<file path="config.mk">
export PLATFORM = sky130hd
export DESIGN_NAME = collision_log
export DESIGN_NICKNAME = d
export VERILOG_FILES = /design/src/rtl/collision_pkg.sv /design/src/rtl/collision_fifo.sv /design/src/rtl/collision_log.sv
export SDC_FILE = /design/constraint.sdc
export NUM_CORES = 1
export LEC_CHECK = 0
export ABC_AREA = 1
export BUFFER_PORTS_ARGS = -buffer_cell sky130_fd_sc_hd__clkbuf_2
export CAP_MARGIN = 10
export CORE_MARGIN = 2
export CORE_UTILIZATION = 45
export DETAILED_ROUTE_END_ITERATION = 6
export GPL_TIMING_DRIVEN = 1
export SLEW_MARGIN = 20
export SYNTH_ARGS = -nofsm -noshare
export SYNTH_HDL_FRONTEND = slang
export SYNTH_SLANG_ARGS = --single-unit
</file>
<file path="constraint.sdc">
create_clock -name clk -period 6.5 [get_ports clk]
set_input_delay 0.325 -clock clk [delete_from_list [all_inputs] [get_ports clk]]
set_output_delay 0.325 -clock clk [all_outputs]
set_load 0.03 [all_outputs]
</file>
<file path="src/rtl/collision_pkg.sv">
// Shared types and constants for the collision detector back end.
package collision_pkg;

  localparam int LINE_ID_W     = 8;
  localparam int MAX_LINES_DEF = 64;
  localparam logic [LINE_ID_W-1:0] LINE_ID_NONE = 8'hFF;

  typedef logic [LINE_ID_W-1:0] line_id_t;

  // IDs are 1-based; 0 and anything above the tracked range are not lines.
  function automatic logic is_legal_id(input line_id_t id, input int max_lines);
    return (id != '0) && (int'(id) <= max_lines);
  endfunction

endpackage

</file>
<file path="src/rtl/collision_fifo.sv">
// First-word-fall-through circular queue; pushes beyond capacity are refused internally.
module collision_fifo
  import collision_pkg::*;
#(
  parameter int DEPTH = 64
) (
  input  logic     clk,
  input  logic     reset,
  input  logic     push,
  input  line_id_t push_data,
  input  logic     pop,
  output line_id_t rd_data,
  output logic     full,
  output logic     empty
);

  localparam int AW = $clog2(DEPTH);
  localparam logic [AW:0] FULL_CNT = (AW+1)'(DEPTH);

  line_id_t        mem [DEPTH];
  logic [AW-1:0]   rd_ptr;
  logic [AW-1:0]   wr_ptr;
  logic [AW:0]     count;
  logic            do_push;
  logic            do_pop;

  assign full    = (count == FULL_CNT);
  assign empty   = (count == '0);
  assign do_pop  = pop && !empty;
  // A push into a full queue is only taken when the same cycle frees a slot.
  assign do_push = push && (!full || do_pop);
  assign rd_data = mem[rd_ptr];

  always_ff @(posedge clk) begin
    if (do_push) mem[wr_ptr] <= push_data;
  end

  always_ff @(posedge clk) begin
    if (reset) begin
      rd_ptr <= '0;
      wr_ptr <= '0;
      count  <= '0;
    end else begin
      if (do_push) wr_ptr <= wr_ptr + 1'b1;
      if (do_pop)  rd_ptr <= rd_ptr + 1'b1;
      if (do_push && !do_pop)      count <= count + 1'b1;
      else if (do_pop && !do_push) count <= count - 1'b1;
    end
  end

endmodule

</file>
<file path="src/rtl/collision_log.sv">
// Logs each unique colliding line ID once into a FIFO, with a saturating count and sticky overflow.
module collision_log
  import collision_pkg::*;
#(
  parameter int DEPTH     = 64,
  parameter int MAX_LINES = MAX_LINES_DEF
) (
  input  logic       clk,
  input  logic       reset,
  input  logic       det_val,
  input  line_id_t   det_line_id,
  input  logic       clear,
  output logic       rd_val,
  output line_id_t   rd_id,
  input  logic       rd_rdy,
  output logic [6:0] uniq_count,
  output logic       any_hit,
  output logic       overflow
);

  localparam int IDX_W = (MAX_LINES > 1) ? $clog2(MAX_LINES) : 1;

  logic                 flush;
  logic                 det_val_p0;
  line_id_t             det_id_p0;
  logic [MAX_LINES-1:0] seen;
  logic [IDX_W-1:0]     idx;
  logic                 new_unique;
  logic                 full;
  logic                 empty;
  logic                 pop;

  assign flush = reset || clear;

  // Stage p0: register the detector report; only the valid is flushed.
  always_ff @(posedge clk) begin
    if (flush) det_val_p0 <= 1'b0;
    else       det_val_p0 <= det_val;
  end

  always_ff @(posedge clk) begin
    det_id_p0 <= det_line_id;
  end

  assign idx        = IDX_W'(det_id_p0 - 8'd1);
  assign new_unique = det_val_p0 && is_legal_id(det_id_p0, MAX_LINES) && !seen[idx];
  assign pop        = rd_val && rd_rdy;
  assign rd_val     = !empty;
  assign any_hit    = (uniq_count != 7'd0);

  // Stage p1: bitmap, count and overflow commit; the queue push lands here too.
  always_ff @(posedge clk) begin
    if (flush) begin
      seen       <= '0;
      uniq_count <= '0;
      overflow   <= 1'b0;
    end else if (new_unique) begin
      seen[idx] <= 1'b1;
      if (uniq_count != 7'd127) uniq_count <= uniq_count + 7'd1;
      if (full && !pop) overflow <= 1'b1;
    end
  end

  collision_fifo #(
    .DEPTH (DEPTH)
  ) u_fifo (
    .clk       (clk),
    .reset     (flush),
    .push      (new_unique),
    .push_data (det_id_p0),
    .pop       (pop),
    .rd_data   (rd_id),
    .full      (full),
    .empty     (empty)
  );

endmodule

</file>
# Word-level counts from Yosys, hierarchy flattened
# Memories as Yosys holds them, arrays and structs flattened. A register that Yosys moved wholly into a read port is not among the register bits.
# Cells that the tools add are included.
# totals
ff_bits	100
mem_bits_rw	512
output_inout_bits	18
word_cells	55
memories	1
# memory_table
memory	words	word_bits	rd	rd_clocked_by_memory_dff	wr	line	source
u_fifo.mem	64	8	1	1	1	collision_fifo.sv:20	line_id_t mem [DEPTH];
# classes
n_addsub	6
magnitude_cmp	3
n_eq_ne	2
mux	10
bitwise_logic	1
reduce_logical	24
# op_table
cell	n
64-bit OR	1
7-bit by 1-bit adder with 7-bit output (second input constant)	2
7-bit 2-to-1 mux	2
6-bit by 1-bit adder with 6-bit output (second input constant)	2
6-bit 2-to-1 mux	2
1-bit logical AND	10
8-bit by 7-bit <= comparator with 1-bit output (second input constant)	1
8-bit nonzero test	1
7-bit equality test (second input constant)	1
7-bit zero test	1
6-bit by 7-bit less-than comparator with 1-bit output (second input constant)	1
7-bit inequality test (second input constant)	1
7-bit nonzero test	1
7-bit by 1-bit subtractor with 7-bit output (second input constant)	1
1-bit binary-select mux with 6-bit select	1
1-bit demux with 6-bit select	1
6-bit by 1-bit greater-or-equal comparator with 1-bit output (second input constant)	1
1-bit zero test	6
6-bit by 1-bit subtractor with 6-bit output (second input constant)	1
1-bit 2-to-1 mux	4
2-bit AND reduction	2
1-bit logical OR	2
2-bit nonzero test	1

# Depth between registers and ports, before layout
# logic_depth
ltp_word	10
mapped_depth	29
ltp_nobuf	26

# Modules after synthesis
# A second synthesis with hierarchy kept.
# unflattened
cells_unflattened	2587
area_unflattened_um2	26625.5
# modules_own_cells
module	instances	cells_each	area_per_inst_um2	seq_area_each_um2
collision_fifo	1	1954	22450.3	15875.2
collision_log	1	633	4175.3	1621.6

# Worst setup path before layout
# No wires, ideal clock.
# synth_timing
path_type	register to register
start	register det_id_p0[0]
end	register u_fifo.count[6]
setup_time_ps	119
t_arrival_ps	4531
t_required_ps	6381
path_slack_ps	1850
stages_incl_launch_ff	29
synth_period_minus_slack_ps	4650
path_cell_list	dfxtp_1 -> inv_2 -> buf_2 -> buf_2 -> ha_1 -> clkbuf_2 -> inv_1 -> clkbuf_1 -> o21ai_0 -> nand2_1 -> nand2_1 -> nand2_1 -> nand2_1 -> nor2_4 -> nand3_2 -> inv_2 -> ha_1 -> inv_1 -> fa_1 -> nand3_1 -> nand2_1 -> nand2_1 -> nand2_1 -> a21oi_1 -> nor2_1 -> nor2_1 -> nand2_1 -> o21ai_0 -> a21oi_1
# synth_between
elab_chain_cells	9
# synth_rtl
element	line	source
start: declaration	collision_log.sv:25	line_id_t det_id_p0;
start signal: assignment	collision_log.sv:42	det_id_p0 <= det_line_id;
6-bit by 1-bit subtractor with 6-bit output	collision_log.sv:45	assign idx = IDX_W'(det_id_p0 - 8'd1);
1-bit binary-select mux with 6-bit select	collision_log.sv:46	assign new_unique = det_val_p0 && is_legal_id(det_id_p0, MAX_LINES) && !seen[idx];
1-bit 2-to-1 mux (not written as such)	collision_log.sv:46	
1-bit zero test	collision_log.sv:46	
1-bit logical AND *	collision_log.sv:46	
1-bit logical AND *	collision_fifo.sv:31	assign do_push = push && (!full || do_pop);
named net u_fifo.do_push	collision_fifo.sv:24	logic do_push;
1-bit zero test	collision_fifo.sv:47	else if (do_pop && !do_push) count <= count - 1'b1;
1-bit logical AND	collision_fifo.sv:47	
2-bit nonzero test (no source line)	n/a	
end signal: assignment	collision_fifo.sv:46	if (do_push && !do_pop) count <= count + 1'b1;
end signal: assignment	collision_fifo.sv:47	
end: declaration	collision_fifo.sv:23	logic [AW:0] count;
# The timed path passes the listed nets; every way through them passes the cells marked *. The select of a mux whose other input is x is not followed.
# A chain may end at the register's enable or synchronous reset.

# Worst setup path in the final report
# Same ends and word-level chain as after synthesis.

==> metrics.yaml <==
power_and_ir_drop:
  power.density_nw_per_um2: 307
  p_sw_w: 0.00210
  p_clk_share_pct: 42.2
  swShare_pct: 24.1
  finalPower_w: 0.00873
  p_int_w: 0.00662
  power_frac_comb_pct: 7.9
  worst_ir_drop_vdd_mv: 0.208
  share_seq_of_total_power_pct: 49.9
  p_leak_nw: 9.30
global_routing:
  track_usage_pct: 22.5
  overflow: 0
  grt_max_degree: 103
  antenna_found_initial: 0
  grt_first_pass_wirelength_mm: 101
  grt_pass1_vias: 17000
routing:
  vias: 17600
  met2_length_mm: 31.9
  drt-met1-wl_mm: 28.9
  wl_mm: 66.7
  via_per_inst: 5.75
  wl_met3_mm: 4.12
  dr.max_layer_used: "met4"
  drc: 0
  wl_per_cell_microns: 21.7
  dr.first_iter.drc_count: 1635
  antenna_left: 0
  dr.pass1.iters: 5
place:
  placed_area_sq_um: 26100
  port_buffers: 30
  place_inst: 2940
  dp.final_hpwl_mm: 38.1
  gp_congestion: 0.882
timing:
  fin_crit_sh_pct: 81.0
  finalSetupViolations: 0
  tightestPinTransition_ps: 1080
  slew_headroom_pct: 27.2
  clock.fmax_mhz: 190
  rsz0062_at_grt: "no"
  finalCriticalPeriod_ps: 5260
  hold_ws_ps: 219
  final_hold_viol_count: 0
  drv_slew: 0
  setup_tns_ps: 0
  skew_ps: 21.6
logic_synthesis:
  synth_edf_count: 512
  async_flop_share_pct: 0
  synthAdderAreaFrac_pct: 0.669
  synth_xor_area_share_pct: 0.335
  syn_avg_cell_area_sq_um: 11.2
  synth_top_family_by_area: "compound AO/OA/AOI/OAI gates"
  yosys_warnings: 0
  synth_cell_types: 40
  synthFlopType: "edfxtp_1"
  syn_inst: 2279
  synth-seq-cells: 618
  synth.area.mux_share_pct: 0
  synth-simple-area-share_pct: 12.8
  synth_compound_area_share_pct: 13.1
  syn_nets: 2305
  syn-cell-area_sq_um: 25400
  yosysSeqAreaShare_pct: 68.8
layout:
  layout.nets: 2288
  multi_input_area_sq_um: 6920
  antenna_cells: 0
  layout.area.seq_sq_um: 17500
  stdcell_count: 3068
  syn_to_final_growth_pct: 11.7
  final_area_sq_um: 28400
  drive_gt1_share_pct: 8.82
  nFillCells: 5022
setup_path:
  crit_top_cell: "nand2_1"
  crit_type: "reg2reg"
  end_kind: "flip-flop"
  required_ps: 6980
  r2r_setup_slack_ps: 1240
  path_buf_inv: 5
  cp_slowest_cell: "dfxtp_4"
  crit_arrival_ps: 5740
  cpPeakStageDelay_ps: 670
  crit_family: "buffers and inverters"
  worst_setup_path_start_kind: "flip-flop"
  critPathMaxFanout: 44
job:
  cap_violations: 0
clock_tree:
  cts_sinks: 618
  clk_pin_slew_worst_paths_ps: 60
  root_buffer: "clkbuf_16"
  tritoncts: "built"
  clk_path_buf_depth: 3
  worstSkewPairLatency_ps: 610
  cts_buffers: 67
  post_cts_buffers: 0
  cts_htree_levels: 3
die:
  initial_utilization_pct: 45.3
  die-area_sq_um: 58400
  core_region_area_sq_um: 56200
  num_io_pins: 31
  die_w_microns: 242
  die_y_microns: 242
  rows: 87
status:
  status: "finished, final reports clean"
worst_hold_path:
  hold_class: "in2reg"
## cell usage after synthesis, drive strengths merged (2+ instances only)
cell type	count	area, sq um
o21ai	343	1720
inv	127	477
o221ai	18	158
clkbuf	117	440
o21a	3	22.5
and3	2	12.5
o21bai	8	60.1
dfxtp	106	2120
buf	32	175
ha	12	150
edfxtp	512	15400
o211ai	28	210
nand4	73	463
xor2	5	51.3
xnor2	3	33.8
nor3	35	205
o22ai	123	769
a21oi	80	400
or2	5	31.3
nand2	186	713
nand3	51	270
nor2	407	1540
## routing by layer
layer	up-vias	GRT usage [%]
met1	8688	30.9
met2	620	36.7
met4	0	7.44
met3	136	3.42
li1	8182	-
met5	-	0
## path summary, 6_finish.rpt
check | to | cells after the start | from
setup / recovery | u_fifo.count[6]$_SDFFE_PP0P_ | 26 | det_id_p0[0]$_DFF_P_
hold reg to reg | seen[32]$_SDFFE_PP0P_ | 2 | seen[32]$_SDFFE_PP0P_
setup reg to reg | u_fifo.count[6]$_SDFFE_PP0P_ | 26 | det_id_p0[0]$_DFF_P_
hold / removal | u_fifo.wr_ptr[4]$_SDFFE_PP0P_ | 5 | reset
## power by group through the flow
stage	clock [W]	sequential [W]	combinational, W
4_1_cts	0.00374	0.00435	0.000689
2_1_floorplan	0	0.00441	0.000475
3_5_place_dp	0	0.00444	0.000681
5_1_grt	0.00389	0.00436	0.000760
3_3_place_gp	0	0.00444	0.000675
6_report	0.00368	0.00436	0.000692
## registers in the layout, summed over array words and instances, names as in the netlist, named ones only
| register | count |
|---|---|
| overflow | 1 |
| uniq_count | 7 |
| u_fifo.mem | 512 |
| u_fifo.wr_ptr | 6 |
| seen | 64 |
| u_fifo.count | 7 |
| det_id_p0 | 8 |
| u_fifo.rd_ptr | 6 |
| det_val_p0 | 1 |
## metrics by stage
stage | utilization (%) | worst slack, ps
floorplan | - | 1850
global placement | 46.5 | 1370
detailed placement | 46.5 | 1290
CTS | 50.5 | 1250
global route | 50.6 | 716
finish | 50.6 | 1240
## final cells by class
class                      count  area share (%)
tap                          756            3.33
sequential                   618            61.7
multi-input combinational   1385            24.4
inverter                     127            1.70
clock inverter                34            1.05
clock buffer                  85            6.40
timing repair buffer          63            1.48
## placed cells by master, fill, tap and decap left out, types with 21 or more instances in the layout
master     synthesis  layout
edfxtp_1         512     512
nor2_1           403     403
o21ai_0          334     334
nand2_1          180     180
o22ai_1          123     123
inv_1            122     117
dfxtp_1          106      95
a21oi_1           80      80
nand4_1           72      72
clkbuf_16          0      69
nand3_1           48      48
clkbuf_2           1      30
o211ai_1          28      28
buf_4              3      24
nor3_2             6      21
## logic make-up (layout without fill, tap and decap cells)
kind of cell | Yosys count | count (layout)
buffers and inverters | 276 | 309
flip-flops | 618 | 618
AO/OA/AOI/OAI | 603 | 603
AND/OR/NAND/NOR | 761 | 761
adder cells (fa/ha/maj) | 13 | 13
XOR/XNOR | 8 | 8
## worst min-delay path, stage by stage
cell,delay (ps)
clkbuf_2,70
nor2_1,30
buf_4,200
nand2_1,100
nor2_1,30
## repair_timing
action / in CTS / in global routing
endpoints found under the hold margin: 9 / 0
hold buffers: 9 / 0
gates resized for setup: 0 / 0
No activity file was read; power rests on OpenSTA's default activity.
